--- src/rtl/mux_pkg.sv ---
// Shared constants for the operand-source selector pipeline.
package mux_pkg;

  // Default data width follows the register bus.
  localparam int REGBUS_W = 32;

  // Supported range for the number of selectable sources.
  localparam int MIN_SRC = 2;
  localparam int MAX_SRC = 16;

endpackage : mux_pkg

--- src/rtl/mux_nsel.sv ---
// Purely combinational N:1 source mux with an illegal-select flag.
// An out-of-range select (only reachable when NUM_SRC is not a power
// of two) yields zero data and raises o_illegal.
module mux_nsel
  import mux_pkg::*;
#(
  parameter int WIDTH   = REGBUS_W,
  parameter int NUM_SRC = 4,
  parameter int SEL_W   = $clog2(NUM_SRC)
) (
  input  logic [SEL_W-1:0]         i_sel,
  input  logic [NUM_SRC*WIDTH-1:0] i_data,
  output logic [WIDTH-1:0]         o_data,
  output logic                     o_illegal
);

  // One extra bit so NUM_SRC itself is representable for the compare.
  localparam logic [SEL_W:0] SRC_CNT = (SEL_W+1)'(NUM_SRC);

  logic w_illegal;

  assign w_illegal = ({1'b0, i_sel} >= SRC_CNT);
  assign o_illegal = w_illegal;
  // Gating with w_illegal keeps the part-select from reaching past the bus.
  assign o_data    = w_illegal ? {WIDTH{1'b0}} : i_data[i_sel*WIDTH +: WIDTH];

endmodule : mux_nsel

--- src/rtl/mux_src_pipe.sv ---
// Registered N:1 operand-source selector with valid/ready handshake.
// A main register drives out_*; a one-entry skid register absorbs the
// input accepted in the cycle the downstream stalls, so nothing is lost.
// in_ready comes straight from a flop and equals "skid empty".
module mux_src_pipe
  import mux_pkg::*;
#(
  parameter int WIDTH   = REGBUS_W,
  parameter int NUM_SRC = 4,
  parameter int SEL_W   = $clog2(NUM_SRC)
) (
  input  logic                     clk,
  input  logic                     rst,
  input  logic                     in_valid,
  output logic                     in_ready,
  input  logic [SEL_W-1:0]         in_sel,
  input  logic [NUM_SRC*WIDTH-1:0] in_data,
  input  logic                     flush,
  output logic                     out_valid,
  input  logic                     out_ready,
  output logic [WIDTH-1:0]         out_data,
  output logic [SEL_W-1:0]         out_src,
  output logic                     sel_err,
  input  logic                     err_clr
);

  typedef struct packed {
    logic [WIDTH-1:0] data;
    logic [SEL_W-1:0] src;
  } entry_t;

  logic [WIDTH-1:0] w_sel_data;
  logic             w_sel_illegal;
  entry_t           w_in_entry;
  logic             w_acc;
  logic             w_xfer;

  entry_t r_main;
  entry_t r_skid;
  logic   r_main_valid;
  logic   r_skid_valid;
  logic   r_in_ready;
  logic   r_sel_err;

  entry_t w_main_nxt;
  entry_t w_skid_nxt;
  logic   w_main_valid_nxt;
  logic   w_skid_valid_nxt;
  logic   w_sel_err_nxt;

  mux_nsel #(
    .WIDTH   (WIDTH),
    .NUM_SRC (NUM_SRC),
    .SEL_W   (SEL_W)
  ) u_mux_nsel (
    .i_sel     (in_sel),
    .i_data    (in_data),
    .o_data    (w_sel_data),
    .o_illegal (w_sel_illegal)
  );

  assign w_acc  = in_valid && r_in_ready;
  assign w_xfer = r_main_valid && out_ready;

  // Pack the selected data with the select that produced it.
  always_comb begin
    w_in_entry      = '0;
    w_in_entry.data = w_sel_data;
    w_in_entry.src  = in_sel;
  end

  // Next main/skid contents: flush first, then refill main, else fill skid.
  always_comb begin
    w_main_nxt       = r_main;
    w_skid_nxt       = r_skid;
    w_main_valid_nxt = r_main_valid;
    w_skid_valid_nxt = r_skid_valid;
    if (flush) begin
      // Data is left in place; it is don't-care once valid drops.
      w_main_valid_nxt = 1'b0;
      w_skid_valid_nxt = 1'b0;
    end else if (!r_main_valid || w_xfer) begin
      if (r_skid_valid) begin
        // in_ready is low here, so no accept can collide with this move.
        w_main_nxt       = r_skid;
        w_main_valid_nxt = 1'b1;
        w_skid_valid_nxt = 1'b0;
      end else if (w_acc) begin
        w_main_nxt       = w_in_entry;
        w_main_valid_nxt = 1'b1;
      end else begin
        w_main_valid_nxt = 1'b0;
      end
    end else begin
      if (w_acc) begin
        w_skid_nxt       = w_in_entry;
        w_skid_valid_nxt = 1'b1;
      end else begin
        w_skid_valid_nxt = r_skid_valid;
      end
    end
  end

  // Sticky illegal-select flag: a new illegal accept beats a clear.
  always_comb begin
    w_sel_err_nxt = r_sel_err;
    if (w_acc && w_sel_illegal) begin
      w_sel_err_nxt = 1'b1;
    end else if (err_clr) begin
      w_sel_err_nxt = 1'b0;
    end else begin
      w_sel_err_nxt = r_sel_err;
    end
  end

  // State registers; in_ready stays low in reset and rises on the first edge after.
  always_ff @(posedge clk or negedge rst) begin
    if (!rst) begin
      r_main       <= '0;
      r_skid       <= '0;
      r_main_valid <= 1'b0;
      r_skid_valid <= 1'b0;
      r_in_ready   <= 1'b0;
      r_sel_err    <= 1'b0;
    end else begin
      r_main       <= w_main_nxt;
      r_skid       <= w_skid_nxt;
      r_main_valid <= w_main_valid_nxt;
      r_skid_valid <= w_skid_valid_nxt;
      r_in_ready   <= !w_skid_valid_nxt;
      r_sel_err    <= w_sel_err_nxt;
    end
  end

  assign in_ready  = r_in_ready;
  assign out_valid = r_main_valid;
  assign out_data  = r_main.data;
  assign out_src   = r_main.src;
  assign sel_err   = r_sel_err;

endmodule : mux_src_pipe

--- config.mk ---
export PLATFORM = sky130hd
export DESIGN_NAME = mux_src_pipe
export DESIGN_NICKNAME = d
export VERILOG_FILES = /design/src/rtl/mux_pkg.sv /design/src/rtl/mux_nsel.sv /design/src/rtl/mux_src_pipe.sv
export SDC_FILE = /design/constraint.sdc
export NUM_CORES = 1
export LEC_CHECK = 0
export CORE_ASPECT_RATIO = 2
export CORE_MARGIN = 2
export CORE_UTILIZATION = 43
export CTS_CLUSTER_SIZE = 10
export DETAILED_ROUTE_END_ITERATION = 8
export GPL_TIMING_DRIVEN = 1
export PLACE_DENSITY = 0.86
export SETUP_SLACK_MARGIN = 0.1
export SYNTH_ARGS = -nofsm -noshare
export SYNTH_HDL_FRONTEND = slang
export SYNTH_SLANG_ARGS = --single-unit
--- constraint.sdc ---
create_clock -name clk -period 2.5 [get_ports clk]
set_clock_uncertainty 0.2 [all_clocks]
set_input_delay 0.5 -clock clk [delete_from_list [all_inputs] [get_ports clk]]
set_output_delay 0.5 -clock clk [all_outputs]
set_load 0.03 [all_outputs]
---- Yosys cells after proc, flatten, opt, wreduce, memory -nomap -nowiden ----
Cells that the tools add are included.
word-level totals
  input bits .............................. 136
  output and inout bits ................... 37
  word-level logic and storage cells ...... 28
  bits in registers ....................... 71
operators by class
  bitwise gates (word level) .............. 2
  mux-type cells .......................... 9
  reductions and logical operators ........ 9
  shift operators ......................... 1
operators by type and width
  kind                                                     count
  128-bit by 8-bit indexed part select with 32-bit output  1
  34-bit 2-to-1 mux                                        2
  1-bit 2-to-1 mux                                         7
  3-bit AND reduction                                      2
  2-bit nonzero test                                       2
  1-bit logical AND                                        2
  1-bit logical NOT                                        2
  1-bit NOT                                                2
  1-bit logical OR                                         1

---- Logic depth before layout (Yosys ltp) ----
Gate-level depths: netlist of the first run.
  word-level depth ........................ 5
  gate-level depth with buffers ........... 5
  mapped depth without buffers ............ 3

---- Cells and area by module ----
A second synthesis of the first run with hierarchy kept.
unflattened totals
  cells, all modules ...................... 238
  area, all modules ....................... 4106.4 µm²
by module, submodules not included
  module        times used  cells an instance  area each (µm²)
  mux_src_pipe  1           197                3280.6
  mux_nsel      1           41                 825.8

---- Worst setup path before layout of the first run ----
OpenSTA, ideal clock, no wires.
  path kind ............................... in2reg
  start ................................... in in_sel[1]
  end ..................................... reg r_main, in the netlist out_data[0]
  cell stages on the path ................. 5
  required time ........................... 2.175 ns
  slack ................................... 0.260 ns
  arrival time ............................ 1.915 ns
  cells stage by stage .................... clkbuf_1 clkbuf_1 mux4_2 mux2_2 mux2_4
on the way
  cells in the longest elaborated chain, start to end .. 3
ends and longest elaborated chain
  element                                                  line                 text
  from (decl)                                              mux_src_pipe.sv:16   input logic [SEL_W-1:0] in_sel,
  128-bit by 8-bit indexed part select with 32-bit output  mux_nsel.sv:25       assign o_data = w_illegal ? {WIDTH{1'b0}} : i_data[i_sel*WIDTH +: WIDTH];
  34-bit 2-to-1 mux                                        mux_src_pipe.sv:88   end else if (w_acc) begin
  34-bit 2-to-1 mux                                        mux_src_pipe.sv:83   if (r_skid_valid) begin
  to (signal assigned)                                     mux_src_pipe.sv:126  r_main <= w_main_nxt;
  to (decl)                                                mux_src_pipe.sv:38   entry_t r_main;
Every way passes these cells. The select of a mux whose other input is x is not followed.
A chain may end at the register's enable or synchronous reset.

---- Worst setup path after layout of the first run ----
  start ................................... reg r_main, in the netlist out_data[0]
  end ..................................... out out_data[0]
RTL lines
  element    line                text
  to (decl)  mux_src_pipe.sv:21  output logic [WIDTH-1:0] out_data,
No word-level cell between the ends.

==> flow_results.xml, run 1 <==
<?xml version="1.0" encoding="UTF-8"?>
<metrics>
  <group name="outcome">
    <metric name="outcome" unit="">completed</metric>
  </group>
  <group name="placement">
    <metric name="placed_wire_length_estimate" unit="mm">7.12</metric>
    <metric name="buffer_ports.inserted" unit="">170</metric>
    <metric name="gp_routability_congestion" unit="">0.746</metric>
  </group>
  <group name="setup_path">
    <metric name="setup.worst_path.end_class" unit="">output pin</metric>
    <metric name="cp-start-kind" unit="">flip-flop</metric>
    <metric name="cpPeakStageDelay" unit="ns">0.72</metric>
    <metric name="criticalPathCategory" unit="">reg -&gt; out</metric>
    <metric name="worstPathMaxFanout" unit="">2</metric>
    <metric name="timing.reg2reg.setup_slack" unit="ns">0.79</metric>
    <metric name="required_time_worst_endpoint" unit="ns">1.80</metric>
    <metric name="critPathArrivalTime" unit="ns">1.40</metric>
    <metric name="r2r-end" unit="">out_data[31]</metric>
    <metric name="critical_path.slowest_cell" unit="">sky130_fd_sc_hd__clkdlybuf4s50_1</metric>
    <metric name="path_cells" unit="">clkdlybuf4s50_1</metric>
    <metric name="path_delay_family" unit="">buffers and inverters</metric>
    <metric name="worst-path-buf-inv" unit="">1</metric>
    <metric name="r2r_start" unit="">out_valid</metric>
    <metric name="register_to_register_path_depth" unit="">4</metric>
  </group>
  <group name="global_route">
    <metric name="grt_start_max_net_pins" unit="">38</metric>
    <metric name="gr-total-overflow" unit="">0</metric>
    <metric name="groute.usage.overall" unit="%">19.9</metric>
    <metric name="antenna_found_initial" unit="">0</metric>
    <metric name="grt_first_pass_wirelength" unit="mm">15.3</metric>
    <metric name="first_global_vias" unit="">3172</metric>
  </group>
  <group name="finish">
    <metric name="nFillCells" unit="">645</metric>
    <metric name="antenna-diode-count" unit="">0</metric>
    <metric name="multiInputGateArea" unit="mm^2">0.00205</metric>
    <metric name="syn_to_final_growth" unit="%">56.2</metric>
    <metric name="fin_nets" unit="">542</metric>
    <metric name="layout_cell_share_with_drive_strength_beyond_1" unit="%">39.4</metric>
    <metric name="area.sequential" unit="mm^2">0.00178</metric>
  </group>
  <group name="routing">
    <metric name="routed_wl" unit="mm">9.46</metric>
    <metric name="initialDrtViolationCount" unit="">91</metric>
    <metric name="ant_nets" unit="">0</metric>
    <metric name="post_drt_via_cell_ratio" unit="">5.42</metric>
    <metric name="detailed_router_iteration_count_before_antenna_repair" unit="">3</metric>
    <metric name="remaining_drc_errors" unit="">0</metric>
    <metric name="wl_per_cell" unit="um">18.4</metric>
    <metric name="route.vias.total" unit="">2779</metric>
  </group>
  <group name="sta">
    <metric name="fin_crit_sh" unit="%">83.9</metric>
    <metric name="maxSlewViolCount" unit="">0</metric>
    <metric name="rsz0062_at_grt" unit="">no</metric>
    <metric name="timing.final.hold_violations" unit="">0</metric>
    <metric name="finalCriticalPeriod" unit="ns">2.10</metric>
    <metric name="timing.fmax" unit="GHz">0.477</metric>
    <metric name="fin_tns_setup" unit="ns">0</metric>
    <metric name="setup_viol" unit="">0</metric>
  </group>
  <group name="worst_hold_path">
    <metric name="origin_of_the_worst_min_delay_path" unit="">r_skid[9]</metric>
    <metric name="hold_class" unit="">reg -&gt; reg</metric>
    <metric name="whs_endpoint" unit="">r_skid[9]</metric>
    <metric name="whs_path_depth" unit="">1</metric>
  </group>
  <group name="synthesis">
    <metric name="ys.warnings.count" unit="">0</metric>
    <metric name="postSynthNetCount" unit="">369</metric>
    <metric name="synth_cells" unit="">233</metric>
    <metric name="syn-cell-area" unit="mm^2">0.00396</metric>
    <metric name="synth_ff_type" unit="">sky130_fd_sc_hd__dfrtp_1</metric>
    <metric name="synth.distinct_cells" unit="">19</metric>
    <metric name="synth_area_per_cell" unit="um^2">17.0</metric>
    <metric name="synth.ff_latch_count" unit="">71</metric>
    <metric name="async_reset_ff_share" unit="%">100</metric>
    <metric name="synth_edf_count" unit="">0</metric>
    <metric name="proportion_of_synthesized_chip_area_in_sequential_cells" unit="%">44.9</metric>
  </group>
  <group name="die">
    <metric name="floorplan.die.height" unit="um">140</metric>
    <metric name="fp.coreArea" unit="mm^2">0.00895</metric>
    <metric name="rows" unit="">49</metric>
    <metric name="io_pins" unit="">173</metric>
    <metric name="die_width" unit="um">71.9</metric>
    <metric name="initial_core_utilization" unit="%">44.3</metric>
    <metric name="floorplan.die_area" unit="mm^2">0.0100</metric>
  </group>
  <group name="power_and_ir_drop">
    <metric name="worst_ir_drop_vdd" unit="mV">0.494</metric>
    <metric name="finalPower" unit="W">0.00463</metric>
    <metric name="cellPowerDensity" unit="mW/mm^2">749</metric>
    <metric name="power.leakage" unit="nW">2.51</metric>
  </group>
  <group name="clocking">
    <metric name="post_cts_resize_count" unit="">0</metric>
    <metric name="postCtsSetupRepairBufs" unit="">0</metric>
    <metric name="cts-root-buf" unit="">sky130_fd_sc_hd__clkbuf_16</metric>
    <metric name="max-clock-path-buffers" unit="">2</metric>
    <metric name="tritoncts" unit="">built</metric>
    <metric name="htree_levels" unit="">3</metric>
    <metric name="cts-buffers-inserted" unit="">9</metric>
    <metric name="tritoncts_num_sinks" unit="">71</metric>
    <metric name="clock_insertion_delay_worst_skew" unit="ns">0.33</metric>
    <metric name="clkTransAtPathRegs" unit="ns">0.05</metric>
  </group>
  <group name="flow_run">
    <metric name="maxCapViolCount" unit="">0</metric>
  </group>
</metrics>
## power breakdown
part	internal [W]	switching, W
Sequential	0.00145	0.000158
Combinational	0.000847	0.000583
Clock	0.00113	0.000463
## what timing repair did
item / CTS / global route
endpoints found under the setup margin: 0 / 0
endpoints found under the hold margin: 36 / 0
hold buffers: 1 / 0
## cell usage in the layout (no fill, tap or decap)
master,instances
sky130_fd_sc_hd__buf_12,6
sky130_fd_sc_hd__inv_1,1
sky130_fd_sc_hd__clkbuf_16,9
sky130_fd_sc_hd__dfrtp_1,71
sky130_fd_sc_hd__dlygate4sd3_1,1
sky130_fd_sc_hd__nand2b_1,1
sky130_fd_sc_hd__buf_2,2
sky130_fd_sc_hd__clkinvlp_4,1
sky130_fd_sc_hd__mux2_2,74
sky130_fd_sc_hd__or3_1,1
sky130_fd_sc_hd__mux4_1,3
sky130_fd_sc_hd__a21oi_1,2
sky130_fd_sc_hd__clkbuf_8,2
sky130_fd_sc_hd__buf_4,5
sky130_fd_sc_hd__mux4_2,29
sky130_fd_sc_hd__mux2_4,28
sky130_fd_sc_hd__conb_1,1
sky130_fd_sc_hd__bufinv_16,4
sky130_fd_sc_hd__nand2_1,1
sky130_fd_sc_hd__nor3_4,1
sky130_fd_sc_hd__nor3b_4,1
sky130_fd_sc_hd__clkdlybuf4s50_1,167
## worst max path at each step
stage                      startpoint           end  slack [ns]  cells past startpoint
after global placement       in_valid  out_data[31]        0.16                      5
after global routing         in_ready      in_ready        0.38                      1
after CTS                 out_data[0]   out_data[0]        0.40                      1
after floorplan             in_sel[1]   out_data[0]        0.26                      5
final                     out_data[0]   out_data[0]        0.40                      1
after detailed placement    in_sel[0]   out_data[2]        0.13                      5
## final cells by class
| cell class | instances | area share (%) |
|---|---|---|
| flip-flops and latches | 71 | 28.7 |
| well taps | 102 | 2.06 |
| clock inverters | 5 | 2.06 |
| inverters | 1 | 0.0607 |
| clock buffers | 11 | 4.08 |
| repair buffers | 181 | 29.9 |
| multi-input cells | 142 | 33.1 |
## per-layer routing
metal / routed length, um / vias to the layer above / GRT usage, %
met4: 206 / 0 / 7.85
met3: 529 / 13 / 4.85
met1: 3060 / 1413 / 19.8
met5: 0 / - / 0
li1: - / 1247 / -
met2: 5670 / 106 / 37.9
## synthesized netlist by cell type (all sizes together) (2+ instances only)
cell type / instances / share of area [%]
dfrtp: 71 / 45
clkbuf: 7 / 0.66
mux2: 102 / 32
a21oi: 2 / 0.25
buf: 12 / 2.9
mux4: 32 / 18
## through the flow
step	util [%]	setup WS [ns]	instances	hold slack [ns]	instance area (um^2)
2_1_floorplan	-	0.260	233	0.00441	3960
3_3_place_gp	64.8	0.160	496	0.283	5800
4_1_cts	69.1	0.399	513	0.303	6190
3_5_place_dp	64.8	0.132	496	0.290	5800
5_1_grt	69.1	0.380	513	0.317	6190
6_report	69.1	0.402	513	0.300	6190
## cells by family (layout without fill, tap and decap cells)
group	Yosys count	in the layout	share of synthesized area (%)
buffers and inverters	20	198	3.70
multiplexers	134	134	50.1
AO/OA/AOI/OAI	2	2	0.253
flip-flops	71	71	44.9
other	1	1	0.0947
AND/OR/NAND/NOR	5	5	0.979
## state kept, by name, indices dropped and copies added, names as in the netlist
signal,flops
r_skid,34
r_skid_valid,1
in_ready,1
out_data,32
out_src,2
out_valid,1
(Power assumes the default switching activity.)
==> inputs of run 2 (changes only) <==
==> constraint.sdc (replaced) <==
create_clock -name clk -period 2 [get_ports clk]
set_clock_uncertainty 0.2 [all_clocks]
set_input_delay 0.4 -clock clk [delete_from_list [all_inputs] [get_ports clk]]
set_output_delay 0.4 -clock clk [all_outputs]
set_load 0.03 [all_outputs]
==> run 2 against run 1 <==
Against the previous run:
- clock power grew 5%
- register-to-register slack got worse by 0.52 ns
- cell count up 1.6%
- hold slack worse by 0.11 ns
- largest power group unchanged
- critical path type is now in -> reg
==> flow_results.xml, run 2 (synthesis results as in run 1) <==
<?xml version="1.0" encoding="UTF-8"?>
<metrics>
  <group name="setup_path">
    <metric name="worstPathMaxFanout" unit="">2</metric>
    <metric name="critPathArrivalTime" unit="ns">1.87</metric>
    <metric name="path_cells" unit="">clkdlybuf4s50_1 -&gt; mux4_1 -&gt; mux2_2 -&gt; mux2_2</metric>
    <metric name="cpPeakStageDelay" unit="ns">0.55</metric>
    <metric name="setup.worst_path.end_class" unit="">flip-flop</metric>
    <metric name="critical_path.slowest_cell" unit="">sky130_fd_sc_hd__mux4_1</metric>
    <metric name="required_time_worst_endpoint" unit="ns">2.01</metric>
    <metric name="criticalPathCategory" unit="">in -&gt; reg</metric>
    <metric name="cp-start-kind" unit="">primary input</metric>
    <metric name="cp_common_cell" unit="">sky130_fd_sc_hd__mux2_2</metric>
  </group>
  <group name="finish">
    <metric name="final_common_cell" unit="">sky130_fd_sc_hd__clkdlybuf4s50_1</metric>
    <metric name="layout_cell_share_with_drive_strength_beyond_1" unit="%">40.8</metric>
    <metric name="final_area" unit="mm^2">0.00627</metric>
    <metric name="max_flop_register" unit="">r_skid</metric>
    <metric name="layout_common_cells" unit="">sky130_fd_sc_hd__clkdlybuf4s50_1, sky130_fd_sc_hd__mux2_2, sky130_fd_sc_hd__dfrtp_1, sky130_fd_sc_hd__dlygate4sd2_1, sky130_fd_sc_hd__mux2_4</metric>
    <metric name="largest_register_ffs" unit="">34</metric>
    <metric name="nFillCells" unit="">623</metric>
    <metric name="antenna-diode-count" unit="">0</metric>
    <metric name="fin_nets" unit="">550</metric>
    <metric name="syn_to_final_growth" unit="%">58.4</metric>
  </group>
  <group name="power_and_ir_drop">
    <metric name="power.sequential.fraction" unit="%">37.1</metric>
    <metric name="cellPowerDensity" unit="mW/mm^2">863</metric>
    <metric name="clock_power_share" unit="%">30.9</metric>
    <metric name="internal-power" unit="W">0.00392</metric>
    <metric name="swShare" unit="%">27.6</metric>
    <metric name="combinationalPowerShare" unit="%">32.0</metric>
    <metric name="finalPower" unit="W">0.00541</metric>
    <metric name="power.leakage" unit="nW">2.66</metric>
    <metric name="net-switching-power" unit="W">0.00149</metric>
    <metric name="worst_ir_drop_vdd" unit="mV">0.522</metric>
  </group>
  <group name="worst_hold_path">
    <metric name="hold_class" unit="">in -&gt; reg</metric>
  </group>
  <group name="clocking">
    <metric name="tritoncts" unit="">built</metric>
    <metric name="tritoncts_num_sinks" unit="">71</metric>
    <metric name="max-clock-path-buffers" unit="">2</metric>
    <metric name="clkTransAtPathRegs" unit="ns">0.06</metric>
    <metric name="cts-root-buf" unit="">sky130_fd_sc_hd__clkbuf_16</metric>
    <metric name="cts-buffers-inserted" unit="">9</metric>
    <metric name="htree_levels" unit="">3</metric>
    <metric name="clock_insertion_delay_worst_skew" unit="ns">0.32</metric>
  </group>
  <group name="routing">
    <metric name="detailed_router_iteration_count_before_antenna_repair" unit="">4</metric>
    <metric name="route.vias.total" unit="">2856</metric>
    <metric name="post_drt_via_cell_ratio" unit="">5.48</metric>
    <metric name="initialDrtViolationCount" unit="">80</metric>
    <metric name="remaining_drc_errors" unit="">0</metric>
    <metric name="wl_per_cell" unit="um">19.2</metric>
    <metric name="ant_nets" unit="">0</metric>
    <metric name="routed_wl" unit="mm">9.99</metric>
  </group>
  <group name="placement">
    <metric name="placed_wire_length_estimate" unit="mm">7.36</metric>
    <metric name="dpl-instance-area" unit="mm^2">0.00587</metric>
    <metric name="gp_routability_congestion" unit="">0.753</metric>
    <metric name="detailedPlace.worstSlack" unit="ns">-0.275</metric>
    <metric name="buffer_ports.inserted" unit="">170</metric>
  </group>
  <group name="global_route">
    <metric name="grt_first_pass_wirelength" unit="mm">15.7</metric>
    <metric name="groute.usage.overall" unit="%">20.2</metric>
    <metric name="first_global_vias" unit="">3257</metric>
    <metric name="antenna_found_initial" unit="">0</metric>
    <metric name="gr-total-overflow" unit="">0</metric>
    <metric name="grt_start_max_net_pins" unit="">37</metric>
  </group>
  <group name="die">
    <metric name="rows" unit="">49</metric>
    <metric name="io_pins" unit="">173</metric>
    <metric name="die_width" unit="um">71.9</metric>
    <metric name="fp.coreArea" unit="mm^2">0.00895</metric>
    <metric name="floorplan.die.height" unit="um">140</metric>
    <metric name="floorplan.die_area" unit="mm^2">0.0100</metric>
    <metric name="initial_core_utilization" unit="%">44.3</metric>
  </group>
  <group name="sta">
    <metric name="fin_crit_sh" unit="%">93.1</metric>
    <metric name="holdWs" unit="ns">0.190</metric>
    <metric name="timing.fmax" unit="GHz">0.537</metric>
    <metric name="setup_slack" unit="ns">0.138</metric>
    <metric name="setup_viol" unit="">0</metric>
    <metric name="maxSlewViolCount" unit="">0</metric>
    <metric name="fin_tns_setup" unit="ns">0</metric>
    <metric name="rsz0062_at_grt" unit="">no</metric>
    <metric name="timing.final.hold_violations" unit="">0</metric>
    <metric name="finalCriticalPeriod" unit="ns">1.86</metric>
  </group>
  <group name="flow_run">
    <metric name="maxCapViolCount" unit="">0</metric>
  </group>
  <group name="outcome">
    <metric name="outcome" unit="">completed</metric>
  </group>
</metrics>
run 2: cell types whose count changed in the layout (fill, tap and decap cells not counted), sizes merged, moves of 3 or more:
cell / delta
buf: +5
clkbuf: +3
clkdlybuf4s50: -39
dlygate4sd2: +36
dlymetal6s2s: +3
run 2: what timing repair did:
item / in CTS / in global routing
gates resized for setup: 40 / 6
setup buffers: 1 / 0
pin swaps: 1 / 1
endpoints found under the setup margin: 51 / 54
hold buffers: 1 / 0
endpoints found under the hold margin: 21 / 0
gates cloned: 1 / 2
run 2: metrics by stage:
step | std cells | utilization, %
6_report | 521 | 70.1
3_5_place_dp | 500 | 65.5
5_1_grt | 521 | 70.1
2_1_floorplan | 233 | -
3_3_place_gp | 500 | 65.5
4_1_cts | 519 | 69.3
run 2: power groups by stage:
| stage | clock (W) | combinational (W) | sequential (W) |
|---|---|---|---|
| 2_1_floorplan | 0 | 0.000705 | 0.00233 |
| 3_3_place_gp | 0 | 0.00177 | 0.00200 |
| 3_5_place_dp | 0 | 0.00182 | 0.00203 |
| 4_1_cts | 0.00171 | 0.00173 | 0.00201 |
| 5_1_grt | 0.00177 | 0.00183 | 0.00206 |
| 6_report | 0.00167 | 0.00173 | 0.00201 |
run 2: final timing paths:
path / startpoint / endpoint / slack (ns) / depth (start not counted)
worst min-delay path: out_ready / out_valid / 0.19 / 3
worst max-delay path: in_data[45] / out_data[13] / 0.14 / 4
worst min register to register: r_skid[0] / r_skid[0] / 0.30 / 1
worst max register to register: out_valid / out_data[19] / 0.27 / 5
max in group asynchronous: rst / in_ready / 0.77 / 3
min in group asynchronous: rst / r_skid[3] / 0.31 / 2
run 2: metal layers:
| metal | track usage, % | up-vias | wire [um] |
|---|---|---|---|
| met4 | 10.0 | 0 | 316 |
| met2 | 37.3 | 118 | 5920 |
| met1 | 20.5 | 1457 | 3230 |
| li1 | - | 1259 | - |
| met3 | 4.63 | 22 | 518 |
| met5 | 0 | - | 0 |
run 2: cell type report:
class / instances / area [um^2] / area share, %
tap: 102 / 128 / 2.03
multi-input combinational: 142 / 2070 / 33.0
clock inverter: 4 / 70.1 / 1.12
timing repair buffer: 189 / 1980 / 31.5
sequential: 71 / 1780 / 28.3
clock buffer: 12 / 246 / 3.93
inverter: 1 / 3.75 / 0.0598
run 2: worst max-delay path, delay by kind of cell:
kind | cells | cell delay [ns]
multiplexers | 3 | 1.09
buffers and inverters | 1 | 0.39
==> inputs of run 3 (changes only) <==
--- a/config.mk
+++ b/config.mk
@@ -8,7 +8,6 @@
 export CORE_ASPECT_RATIO = 2
 export CORE_MARGIN = 2
 export CORE_UTILIZATION = 43
-export CTS_CLUSTER_SIZE = 10
 export DETAILED_ROUTE_END_ITERATION = 8
 export GPL_TIMING_DRIVEN = 1
 export PLACE_DENSITY = 0.86
==> results of run 3 <==
The final DEF is identical to that of run 2; final timing and power are the same.
